--- src/rtl/cpa_pkg.sv ---
// Shared types and slice geometry for the pipelined final carry-propagate adder.
package cpa_pkg;

  localparam int CPA_WIDTH = 9;
  localparam int CPA_SEG   = 4;

  // Every stage carries the full-width vectors; each stage only rewrites its own slice.
  typedef struct packed {
    logic                 valid;
    logic [CPA_WIDTH:1]   res;
    logic [CPA_WIDTH:1]   sum;
    logic [CPA_WIDTH:1]   carry;
    logic                 c;
  } cpa_stage_t;

  function automatic int cpa_nstage(input int w, input int s);
    return (w + s - 1) / s;
  endfunction

  function automatic int cpa_slice_lo(input int k, input int s);
    return (k - 1) * s + 1;
  endfunction

  function automatic int cpa_slice_hi(input int k, input int s, input int w);
    return (k * s < w) ? k * s : w;
  endfunction

endpackage

--- src/rtl/csa_final_cpa_pipe_if.sv ---
// Operand/result handshake bundle; slave is the adder side, master the environment.
interface csa_final_cpa_pipe_if
  import cpa_pkg::*;
#(
  parameter int WIDTH = CPA_WIDTH
);
  logic             in_valid;
  logic             in_ready;
  logic [WIDTH:1]   in_sum;
  logic [WIDTH:1]   in_carry;
  logic             out_valid;
  logic             out_ready;
  logic [WIDTH:1]   out_result;
  logic             out_cout;

  modport slave (
    input  in_valid, in_sum, in_carry, out_ready,
    output in_ready, out_valid, out_result, out_cout
  );

  modport master (
    output in_valid, in_sum, in_carry, out_ready,
    input  in_ready, out_valid, out_result, out_cout
  );
endinterface

--- src/rtl/csa_final_cpa_seg.sv ---
// One registered slice of the carry-propagate adder. Define CSA_FINAL_CPA_SAT_EN to
// saturate the result to all ones in the final slice when its carry out is set.
module csa_final_cpa_seg
  import cpa_pkg::*;
#(
  parameter int WIDTH = CPA_WIDTH,
  parameter int SEG   = CPA_SEG,
  parameter int K     = 1
) (
  input  logic       clk,
  input  logic       rst,
  input  cpa_stage_t prev_i,
  input  logic       ready_i,
  output logic       ready_o,
  output cpa_stage_t stage_o
);
  localparam int LO = cpa_slice_lo(K, SEG);
  localparam int HI = cpa_slice_hi(K, SEG, WIDTH);
  localparam int WS = HI - LO + 1;

  cpa_stage_t  stage_q;
  cpa_stage_t  stage_d;
  logic [WS:0] slice_sum;

  assign slice_sum = {1'b0, prev_i.sum[HI:LO]} + {1'b0, prev_i.carry[HI:LO]}
                   + {{WS{1'b0}}, prev_i.c};

  always_comb begin
    stage_d            = prev_i;
    stage_d.res[HI:LO] = slice_sum[WS-1:0];
    stage_d.c          = slice_sum[WS];
`ifdef CSA_FINAL_CPA_SAT_EN
    if ((HI == WIDTH) && slice_sum[WS]) begin
      stage_d.res = '1;
    end
`endif
  end

  assign ready_o = !stage_q.valid || ready_i;

  // A bubble load is harmless: the invalid contents are never presented downstream.
  always_ff @(posedge clk or posedge rst) begin
    if (rst) begin
      stage_q <= '0;
    end else if (ready_o) begin
      stage_q <= stage_d;
    end
  end

  assign stage_o = stage_q;

endmodule

--- src/rtl/csa_final_cpa_pipe.sv ---
// Pipelined carry-propagate adder resolving a carry-save pair, SEG bits per stage.
// Optional macro CSA_FINAL_CPA_SAT_EN saturates out_result when the final carry is set.
module csa_final_cpa_pipe
  import cpa_pkg::*;
#(
  parameter int WIDTH = CPA_WIDTH,
  parameter int SEG   = CPA_SEG
) (
  input  logic                 clk,
  input  logic                 rst,
  csa_final_cpa_pipe_if.slave  bus
);
  localparam int NSTAGE = cpa_nstage(WIDTH, SEG);

  cpa_stage_t       st [0:NSTAGE];
  logic [NSTAGE:1]  vld;
  logic [NSTAGE:1]  rdy;
  logic             unused_sink;

  always_comb begin
    st[0]       = '0;
    st[0].valid = bus.in_valid;
    st[0].sum   = bus.in_sum;
    st[0].carry = bus.in_carry;
  end

  genvar gi;
  generate
    for (gi = 1; gi <= NSTAGE; gi++) begin : g_stage
      logic down_rdy;

      // Downstream ready flattened from the valid bits so no ready bit feeds another.
      if (gi == NSTAGE) begin : g_last
        assign down_rdy = bus.out_ready;
      end else begin : g_mid
        assign down_rdy = bus.out_ready || !(&vld[NSTAGE:gi+1]);
      end

      csa_final_cpa_seg #(
        .WIDTH (WIDTH),
        .SEG   (SEG),
        .K     (gi)
      ) u_seg (
        .clk     (clk),
        .rst     (rst),
        .prev_i  (st[gi-1]),
        .ready_i (down_rdy),
        .ready_o (rdy[gi]),
        .stage_o (st[gi])
      );

      assign vld[gi] = st[gi].valid;
    end
  endgenerate

  assign bus.in_ready   = rdy[1];
  assign bus.out_valid  = st[NSTAGE].valid;
  assign bus.out_result = st[NSTAGE].res;
  assign bus.out_cout   = st[NSTAGE].c;

  assign unused_sink = ^{st[NSTAGE].sum, st[NSTAGE].carry, rdy, vld};

endmodule

--- src/flat_wrapper.sv ---
// flat-port wrapper written by rule: the top's interface ports become plain ports
module csa_final_cpa_pipe_flat import cpa_pkg::*;
#(
  parameter int WIDTH = CPA_WIDTH,
  parameter int SEG   = CPA_SEG
)
  (clk, rst, bus_in_valid, bus_in_sum, bus_in_carry, bus_out_ready, bus_in_ready, bus_out_valid, bus_out_result, bus_out_cout);
  csa_final_cpa_pipe_if #(.WIDTH(WIDTH)) bus_i ();
  input  logic clk;
  input  logic rst;
  input wire logic [$bits(bus_i.in_valid)-1:0] bus_in_valid;
  input wire logic [$bits(bus_i.in_sum)-1:0] bus_in_sum;
  input wire logic [$bits(bus_i.in_carry)-1:0] bus_in_carry;
  input wire logic [$bits(bus_i.out_ready)-1:0] bus_out_ready;
  output wire logic [$bits(bus_i.in_ready)-1:0] bus_in_ready;
  output wire logic [$bits(bus_i.out_valid)-1:0] bus_out_valid;
  output wire logic [$bits(bus_i.out_result)-1:0] bus_out_result;
  output wire logic [$bits(bus_i.out_cout)-1:0] bus_out_cout;
  assign bus_i.in_valid = bus_in_valid;
  assign bus_i.in_sum = bus_in_sum;
  assign bus_i.in_carry = bus_in_carry;
  assign bus_i.out_ready = bus_out_ready;
  assign bus_in_ready = bus_i.in_ready;
  assign bus_out_valid = bus_i.out_valid;
  assign bus_out_result = bus_i.out_result;
  assign bus_out_cout = bus_i.out_cout;
  csa_final_cpa_pipe #(.WIDTH(WIDTH), .SEG(SEG)) u_core (.clk(clk), .rst(rst), .bus(bus_i));
endmodule
--- config.mk ---
export PLATFORM = sky130hd
export DESIGN_NAME = csa_final_cpa_pipe_flat
export DESIGN_NICKNAME = d
export VERILOG_FILES = /design/src/rtl/cpa_pkg.sv /design/src/rtl/csa_final_cpa_pipe_if.sv /design/src/rtl/csa_final_cpa_seg.sv /design/src/rtl/csa_final_cpa_pipe.sv /design/src/flat_wrapper.sv
export SDC_FILE = /design/constraint.sdc
export NUM_CORES = 1
export LEC_CHECK = 0
export BUFFER_PORTS_ARGS = -buffer_cell sky130_fd_sc_hd__buf_2
export CAP_MARGIN = 25
export CORE_MARGIN = 5
export CORE_UTILIZATION = 54
export CTS_CLUSTER_DIAMETER = 60
export DETAILED_ROUTE_END_ITERATION = 6
export PLACE_DENSITY = 0.78
export SLEW_MARGIN = 20
export SYNTH_ARGS = -nofsm -noshare
export SYNTH_HDL_FRONTEND = slang
export SYNTH_SLANG_ARGS = --single-unit
--- constraint.sdc ---
create_clock -name clk -period 2.05 [get_ports clk]
set_input_delay 0.5125 -clock clk [delete_from_list [all_inputs] [get_ports clk]]
set_output_delay 0.5125 -clock clk [all_outputs]
set_load 0.03 [all_outputs]
==> metrics.csv <==
stage;metric;value;unit
timing;Slew Limit Fails;0;
power_and_ir_drop;Power Density;1003;nW/um^2
critical_path;Crit. End Element;output port;
clock_network;Post CTS Setup Buffer Count;0;
clock_network;Root Buffer;clkbuf_4;
clock_network;# clock sinks;39;
clock_network;hold_buf cts;0;
drt;post-route ant nets;0;
timing;worst rel slew slack;0.6470;
drt;DR vias;1229;
power_and_ir_drop;P_sw;0.6794;mW
critical_path;Worst EP arrival;1230;ps
floorplanning;Die Ht;66.83;um
power_and_ir_drop;Flop pwr share;0.515;
global_route;grt ovf;0;
critical_path;crit path cell chain;and4b_1, inv_2, buf_2;
timing;WHS;283.5;ps
timing;Tmin final;1747;ps
global_route;largest net degree at the start of global routing;40;
power_and_ir_drop;static leakage;1.032;nW
yosys;syn nets;197;
critical_path;CP Launch Type;register;
critical_path;CP max-delay cell;dfrtp_1;
cells_and_area;share of layout cells above drive strength 1;0.2723;
clock_network;worst skew pair latency;330;ps
power_and_ir_drop;Gate power share;0.295;
power_and_ir_drop;switching share of power;0.3372;
yosys;Post-Synthesis Cell Area;1744;um^2
global_route;number of global-route vias before repair;1344;
floorplanning;Die Span X;66.83;um
timing;RSZ-0062 raised after global routing;no;
timing;Setup TNS;0;ps
yosys;synth warn;0;
critical_path;Worst EP required;1540;ps
clock_network;CTS Buffer Depth;2;
power_and_ir_drop;Clk pwr share;0.189;
yosys;cell count after synthesis;164;
drt;drt pass-1 iters;4;
floorplanning;core area;3078;um^2
clock_network;post-cts resize count;0;
clock_network;H-tree depth;2;
critical_path;critical path class;reg2out;
outcome;status;finished, final reports clean;
cells_and_area;fill count;279;
clock_network;CTS Buf Count;5;
timing;Worst Max-Slew Pin Slew;529.5;ps
hold_path;Worst Hold Class;in2async;
yosys;Yosys reg bits;39;
yosys;synth unique cells;24;
cells_and_area;commonest cells after routing, fill and taps aside;nand2_1 (54), dfrtp_1 (39), buf_2 (33), mux2_2 (10);
floorplanning;I/O Pins;34;
timing;Fmax achieved;0.5724;GHz
placement;RePlAce Congestion;0.7791;
power_and_ir_drop;Internal;1.335;mW
critical_path;CP bufs+invs;2;
cells_and_area;Inserted Diodes;0;
cells_and_area;area grow syn2layout;15.14;%
global_route;initial antenna violation count;0;
drt;DR vias/cell;4.996;
yosys;post-synthesis sequential area ratio;0.5595;
critical_path;CP top delay family;flip-flops;
drt;routed wire length;3.091;mm
drt;DR DRC count;0;
placement;Port-buffer cells;33;
critical_path;Largest stage delay, worst path;430;ps
clock_network;CTS tree;yes;
power_and_ir_drop;Peak VDD IR;0.4407;mV
drt;WL per Instance;12.57;um
cells_and_area;nets@finish;235;
timing;Worst Skew;8.573;ps
global_route;first-pass GRT wire length;5.671;mm
floorplanning;# rows;20;
placement;Post-DP HPWL;2.346;mm
timing;final hold vios;0;
timing;Period Utilization, post-route;0.8522;
yosys;Syn Area/Cell;10.64;um^2
floorplanning;Die Area;4466;um^2
critical_path;CP Max Fanout;5;
cells_and_area;commonest non-fill, non-tap cell in the layout;nand2_1;
timing;Final setup viols;0;
drt;initial DRC count;32;
run;max_cap viols;0;
clock_network;Worst-path clk slew;110;ps
floorplanning;Initial Util;0.5667;
cells_and_area;max FFs per register;39;
global_route;GRT Total Usage;0.1705;
[path summary, 6_finish.rpt]
path	endpoint	depth (start not counted)	startpoint	slack, ps
min in group clk	u_core.g_stage[1].u_seg.stage_o[28]	2	bus_in_valid	370
hold reg to reg	u_core.g_stage[2].u_seg.stage_o[28]	1	u_core.g_stage[1].u_seg.stage_o[28]	470
setup reg to reg	u_core.g_stage[2].u_seg.stage_o[0]	6	u_core.g_stage[1].u_seg.stage_o[0]	430
hold / removal	u_core.g_stage[2].u_seg.stage_o[19]	3	rst	280
setup / recovery	bus_in_ready	3	u_core.g_stage[3].u_seg.stage_o[28]	300
max in group asynchronous	u_core.g_stage[1].u_seg.stage_o[28]	3	rst	1440
[power groups by stage]
stage               sequential [mW]  combinational, mW  clock, mW
CTS                            1.04              0.606      0.398
detailed placement             1.06              0.604          0
global route                   1.06              0.666      0.433
finish                         1.04              0.595      0.382
global placement               1.05              0.590          0
floorplan                      1.20              0.283          0
[worst reg2reg max path, stage by stage (launching register included)]
cell and delay (ps):
dfrtp_1 420, fa_1 490, inv_1 90, fa_1 200, nor2b_1 50, o21ai_0 170
a21oi_1 90
[cells in the mapped netlist (all sizes together)]
library cell	n	area [um^2]
a211oi	2	15.01
ha	7	87.58
buf	6	42.54
and4b	1	10.01
nand3b	1	7.510
xor2	1	8.760
and3b	1	8.760
nand2b	4	25.02
a21o	1	7.510
inv	7	26.27
dfrtp	39	975.9
a21oi	7	35.03
xnor2	1	8.760
nand2	54	202.7
nor2b	1	6.260
mux2	10	112.6
and4	2	17.52
o21ai	4	20.02
fa	4	80.08
nand3	2	10.01
nor3	2	10.01
nor2	7	26.28
[logic make-up (layout without fill, tap and decap cells)]
| family | Yosys count | in the layout | synth area share |
|---|---|---|---|
| xor+xnor | 2 | 2 | 0.01004 |
| compound gates | 14 | 14 | 0.04447 |
| fa+ha+maj | 11 | 11 | 0.09613 |
| mux | 10 | 10 | 0.06456 |
| buf+inv | 13 | 51 | 0.03945 |
| simple gates | 75 | 75 | 0.1858 |
| flops | 39 | 39 | 0.5595 |
[through the flow]
stage               cell area [um^2]  power [mW]  worst slack [ps]    util  instances
global placement                1952       1.636             336.9  0.6341        239
CTS                             2008       2.044             283.4  0.6524        246
floorplan                       1744       1.479             376.4       -        164
detailed placement              1952       1.662             280.4  0.6341        239
finish                          2008       2.015             302.9  0.6524        246
global route                    2008       2.159             239.3  0.6524        246
[cell type report]
type	count	area (um^2)	share of cell area
clock buffer	6	51.30	0.02555
sequential	39	975.9	0.4860
timing repair buffer	37	195.2	0.09720
inverter	7	26.28	0.01308
tap	44	55.05	0.02741
clock inverter	1	5.005	0.002492
multi-input combinational	112	699.4	0.3483
[layer usage]
| metal | vias to the layer above | wire (um) | GRT usage |
|---|---|---|---|
| met5 | - | 0 | 0 |
| li1 | 607 | - | - |
| met3 | 6 | 145 | 0.04047 |
| met2 | 27 | 1555 | 0.2933 |
| met1 | 589 | 1325 | 0.2007 |
| met4 | 0 | 64 | 0.07614 |
(Power assumes the default switching activity.)
